[src/rtl/demux_stream_1ton.sv]
// Registered 1-to-N stream demultiplexer with broadcast and drop accounting.
//
// A single producer presents a word with a lane select (or a broadcast flag);
// each output lane owns a one-entry holding register drained by its own
// consumer. Selects that name a non-existent lane are swallowed, flagged for
// one cycle and counted in a saturating counter.
//
// Ports:
//   clk         rising-edge clock
//   rst_n       asynchronous active-low reset
//   in_valid    producer has a word
//   in_ready    word is accepted this cycle (combinational, independent of in_valid)
//   in_data     payload, DATA_W bits
//   in_sel      target lane, SEL_W bits
//   in_bcast    send to every lane, ignore in_sel
//   out_valid   per-lane word held, N_OUT bits
//   out_ready   per-lane consumer ready, N_OUT bits
//   out_data    lane k at [k*DATA_W +: DATA_W]
//   drop_pulse  one-cycle flag that an out-of-range word was dropped
//   drop_cnt    saturating count of dropped words, CNT_W bits
module demux_stream_1ton #(
    parameter int unsigned DATA_W = 8,
    parameter int unsigned N_OUT  = 8,
    parameter int unsigned SEL_W  = $clog2(N_OUT),
    parameter int unsigned CNT_W  = 8
) (
    input  logic                    clk,
    input  logic                    rst_n,
    input  logic                    in_valid,
    output logic                    in_ready,
    input  logic [DATA_W-1:0]       in_data,
    input  logic [SEL_W-1:0]        in_sel,
    input  logic                    in_bcast,
    output logic [N_OUT-1:0]        out_valid,
    input  logic [N_OUT-1:0]        out_ready,
    output logic [N_OUT*DATA_W-1:0] out_data,
    output logic                    drop_pulse,
    output logic [CNT_W-1:0]        drop_cnt
);

    logic [N_OUT-1:0]             valid_q, valid_d;
    logic [N_OUT-1:0][DATA_W-1:0] data_q, data_d;
    logic                         drop_pulse_q, drop_pulse_d;
    logic [CNT_W-1:0]             drop_cnt_q, drop_cnt_d;

    logic [N_OUT-1:0] free;
    logic [N_OUT-1:0] sel_hit;
    logic [N_OUT-1:0] load;
    logic             sel_in_range;
    logic             accept;
    logic             drop;

    // A lane being drained this cycle can take a new word on the same edge.
    assign free = ~valid_q | out_ready;

    // One-hot decode of the select; all-zero when the select is out of range.
    always_comb begin
        sel_hit = '0;
        for (int unsigned k = 0; k < N_OUT; k++) begin
            sel_hit[k] = (32'(in_sel) == k);
        end
    end

    assign sel_in_range = (32'(in_sel) < N_OUT);

    // Out-of-range words are always drainable so the producer never deadlocks.
    always_comb begin
        in_ready = 1'b1;
        if (in_bcast) begin
            in_ready = &free;
        end else if (sel_in_range) begin
            in_ready = |(sel_hit & free);
        end
    end

    assign accept = in_valid & in_ready;
    assign drop   = accept & ~in_bcast & ~sel_in_range;
    assign load   = accept ? (in_bcast ? {N_OUT{1'b1}} : sel_hit) : '0;

    always_comb begin
        valid_d      = valid_q;
        data_d       = data_q;
        drop_pulse_d = drop;
        drop_cnt_d   = drop_cnt_q;
        for (int unsigned k = 0; k < N_OUT; k++) begin
            // Load takes priority over a simultaneous drain.
            if (load[k]) begin
                valid_d[k] = 1'b1;
                data_d[k]  = in_data;
            end else if (valid_q[k] && out_ready[k]) begin
                valid_d[k] = 1'b0;
            end
        end
        if (drop && (drop_cnt_q != {CNT_W{1'b1}})) begin
            drop_cnt_d = drop_cnt_q + CNT_W'(1);
        end
    end

    always_ff @(posedge clk or negedge rst_n) begin
        if (!rst_n) begin
            valid_q      <= '0;
            data_q       <= '0;
            drop_pulse_q <= 1'b0;
            drop_cnt_q   <= '0;
        end else begin
            valid_q      <= valid_d;
            data_q       <= data_d;
            drop_pulse_q <= drop_pulse_d;
            drop_cnt_q   <= drop_cnt_d;
        end
    end

    assign out_valid  = valid_q;
    assign out_data   = data_q;
    assign drop_pulse = drop_pulse_q;
    assign drop_cnt   = drop_cnt_q;

endmodule
[config.mk]
export PLATFORM = sky130hd
export DESIGN_NAME = demux_stream_1ton
export DESIGN_NICKNAME = d
export VERILOG_FILES = /design/src/rtl/demux_stream_1ton.sv
export SDC_FILE = /design/constraint.sdc
export NUM_CORES = 1
export LEC_CHECK = 0
export ABC_AREA = 1
export CELL_PAD_IN_SITES_DETAIL_PLACEMENT = 0
export CELL_PAD_IN_SITES_GLOBAL_PLACEMENT = 1
export CORE_MARGIN = 5
export CORE_UTILIZATION = 34
export CTS_CLUSTER_DIAMETER = 40
export DETAILED_ROUTE_END_ITERATION = 7
export GPL_ROUTABILITY_DRIVEN = 0
export MAX_ROUTING_LAYER = met4
export PLACE_DENSITY = 0.88
export SYNTH_ARGS = -nofsm -noshare
export SYNTH_HDL_FRONTEND = slang
export SYNTH_SLANG_ARGS = --single-unit
[constraint.sdc]
create_clock -name clk -period 2 [get_ports clk]
set_clock_uncertainty 0.05 [all_clocks]
set_input_delay 0.4 -clock clk [delete_from_list [all_inputs] [get_ports clk]]
set_output_delay 0.4 -clock clk [all_outputs]
set_load 0.01 [all_outputs]
==> metrics.md <==
| Metric | Value |
|---|---|
| Non-filler instance count after layout | 628 |
| Nets | 513 |
| Startpoint types | input port |
| Mean routed wirelength per cell | 15.6 microns |
| Final Max Tran Viols | 0 |
| RSZ-0062 raised after global routing | true |
| Area Overhead vs Synth | 46.4% |
| Register area share after synthesis | 54.8% |
| DR iter-0 viols | 214 |
| Initial antenna violation count | 0 |
| Psw | 1770 uW |
| Die height | 108 microns |
| P per Cell Area | 1120 mW/mm^2 |
| Port buffer count | 95 |
| Avg Cell Area, Syn | 8.77 sq um |
| Max clock buf depth | 2 |
| Post-synth top cells | 166 x nand2_1, 72 x dfrtp_1, 66 x nand4_1, 16 x buf_4, 15 x clkbuf_1 |
| Fmax | 524 MHz |
| Max-Cap Viols | 0 |
| Final worst path period need | 1.91 ns |
| Setup crit end kind | output pin |
| Comb power frac | 37.3% |
| Share of cells above drive strength 1 | 16.2% |
| Period Utilization, post-route | 95.4% |
| Worst-case vdd ir drop | 0.000519 V |
| HP Class | in -> async |
| Die Area | 0.0117 sq mm |
| Main synth FF type | dfrtp_1 |
| Switching part of the total power | 33.0% |
| Pwr Total | 5380 uW |
| WL final | 9.77 mm |
| Via count | 3047 |
| Critical path arrival | 1.46 ns |
| Drt pass-1 iters | 4 |
| WHS | 0.0290 ns |
| P_int | 3610 uW |
| Worst endpoint required time | 1.55 ns |
| Mapped Area | 0.00329 sq mm |
| Placed Cells | 610 |
| Ys Warns | 0 |
| Synth cell types | 17 |
| Leakage Power | 0.00241 uW |
| Largest net degree at the start of global routing | 73 |
| Top cells by area, synth | dfrtp_1 55%, nand2_1 19%, nand4_1 13% |
| Final hold violation count | 0 |
| Most frequent cell after synthesis | nand2_1 |
| Clk pwr share | 22.3% |
| Synth async-reset ratio | 100% |
| Setup Crit Path Kind | in -> out |
| Vias in the first global route | 2943 |
| DP HPWL | 6.82 mm |
| Reg clk slew, reported paths | 0.08 ns |
| # IOs | 105 |
| Final Util | 50.2% |
| CTS tree | done |
| CTS root buf | clkbuf_8 |
| First-pass GRT wire length | 15.4 mm |
| Max_slew headroom | 65.8% |
| Cts bufs inserted | 9 |
| Seq cells post-synth | 72 |
| Chip width | 108 microns |
| Status | finished clean |
| # DRC | 0 |
| Diode count | 0 |
| Gate Count Post-Synth | 375 |
| Slew @ Worst Pin | 0.511 ns |
| Initial Util | 34.3% |
| Part of the power in registers | 40.4% |
| Vias/cell | 4.85 |
| Critical path peak fanout | 3 |
| Htree depth | 3 |
| Worst-Skew Late Latency | 0.34 ns |
| Core ar. | 0.00959 sq mm |
| Total global routing overflow | 0 |
| Rows | 36 |
| Filler cells | 921 |
| Clk sinks | 72 |
| Cts hold-fix bufs | 0 |
| Overall Global Routing Usage | 17.3% |
| Final Setup Violations | 0 |
| Biggest area consumer among synthesized cells | dfrtp_1 |
| Setup TNS | 0 ns |
| Antenna Nets Post-Route | 0 |
| Area fraction of the dominant cell type after synthesis | 54.8% |
| EDFF count, synth | 0 |
[power by group through the flow]
stage	clock network, uW	logic (uW)	registers [uW]
after floorplan	0	630	2360
after global placement	0	1970	2180
after detailed placement	0	2000	2190
after CTS	1220	2010	2170
after global routing	1290	2180	2230
final	1200	2010	2180
[layout by cell type, fill, tap and decap left out]
cell	n
o21ai_1	2
buf_2	2
nand2_2	9
nand2_1	157
clkdlybuf4s50_1	83
buf_4	29
dfrtp_1	72
inv_2	2
nand3_2	8
buf_8	1
nand3_1	1
nor2_4	2
bufinv_16	1
buf_12	3
clkinvlp_4	3
nand4_1	66
clkdlybuf4s15_1	2
dlymetal6s2s_1	6
nand2_4	1
dlygate4sd2_1	1
conb_1	9
nor2_2	1
clkbuf_8	11
nand3_4	5
inv_1	10
nor2_1	5
buf_6	2
clkbuf_1	1
[logic make-up after synthesis]
group,Yosys count,share of synthesized area (%)
AO/OA/AOI/OAI,2,0.304
flip-flops,72,54.8
buffers and inverters,45,7.49
other,1,0.114
AND/OR/NAND/NOR,255,37.3
[area by class of cell]
type | count | area [sq um] | area share, %
multi-input combinational | 266 | 1330 | 27.7
inverter | 12 | 45.0 | 0.936
tap | 133 | 166 | 3.46
timing repair buffer | 129 | 1260 | 26.2
sequential | 72 | 1800 | 37.4
clock inverter | 4 | 52.6 | 1.09
clock buffer | 12 | 155 | 3.22
[per-layer routing]
layer  up-vias  global-route usage, %  part of all wire (%)
met3        13                   4.60                   7.3
met5         -                      -                     0
met4         0                   3.97                   1.5
met1      1445                   24.3                    45
li1       1472                      -                     -
met2       117                   25.2                    46
[state kept, by name (all words and copies together), names as in the netlist]
name and count:
out_valid 8, out_data 64
[critical path: stages]
cell,delay [ns]
clkdlybuf4s50_1,0.45
inv_1,0.03
nand2_1,0.09
nand4_1,0.10
nor2_1,0.09
nand2_1,0.10
nand2_4,0.10
buf_6,0.10
[path summary, 6_finish.rpt]
path	startpoint	end	slack, ns	cells after the start
worst min-delay path	rst_n	out_data[8]	0.03	2
min in group clk	out_ready[3]	out_valid[3]	0.31	4
worst max-delay path	out_ready[7]	in_ready	0.09	8
worst min register to register	out_data[52]	out_data[52]	0.43	2
max in group asynchronous	rst_n	out_valid[7]	1.56	2
worst max register to register	out_valid[3]	out_data[13]	0.20	9
[through the flow]
stage	area, sq um	setup slack (ns)
after floorplan	3320	0.269
final	4810	0.0914
after CTS	4730	0.0244
after detailed placement	4500	-0.620
after global routing	4810	-0.00490
after global placement	4500	-0.561
[repair_timing]
action                     in CTS  in global routing
gates resized for setup        15                 22
setup buffers                   0                  2
setup endpoints to repair      64                 62
hold endpoints to repair        0                  0
pin swaps                       0                  8
No activity file was read; power rests on OpenSTA's default activity.
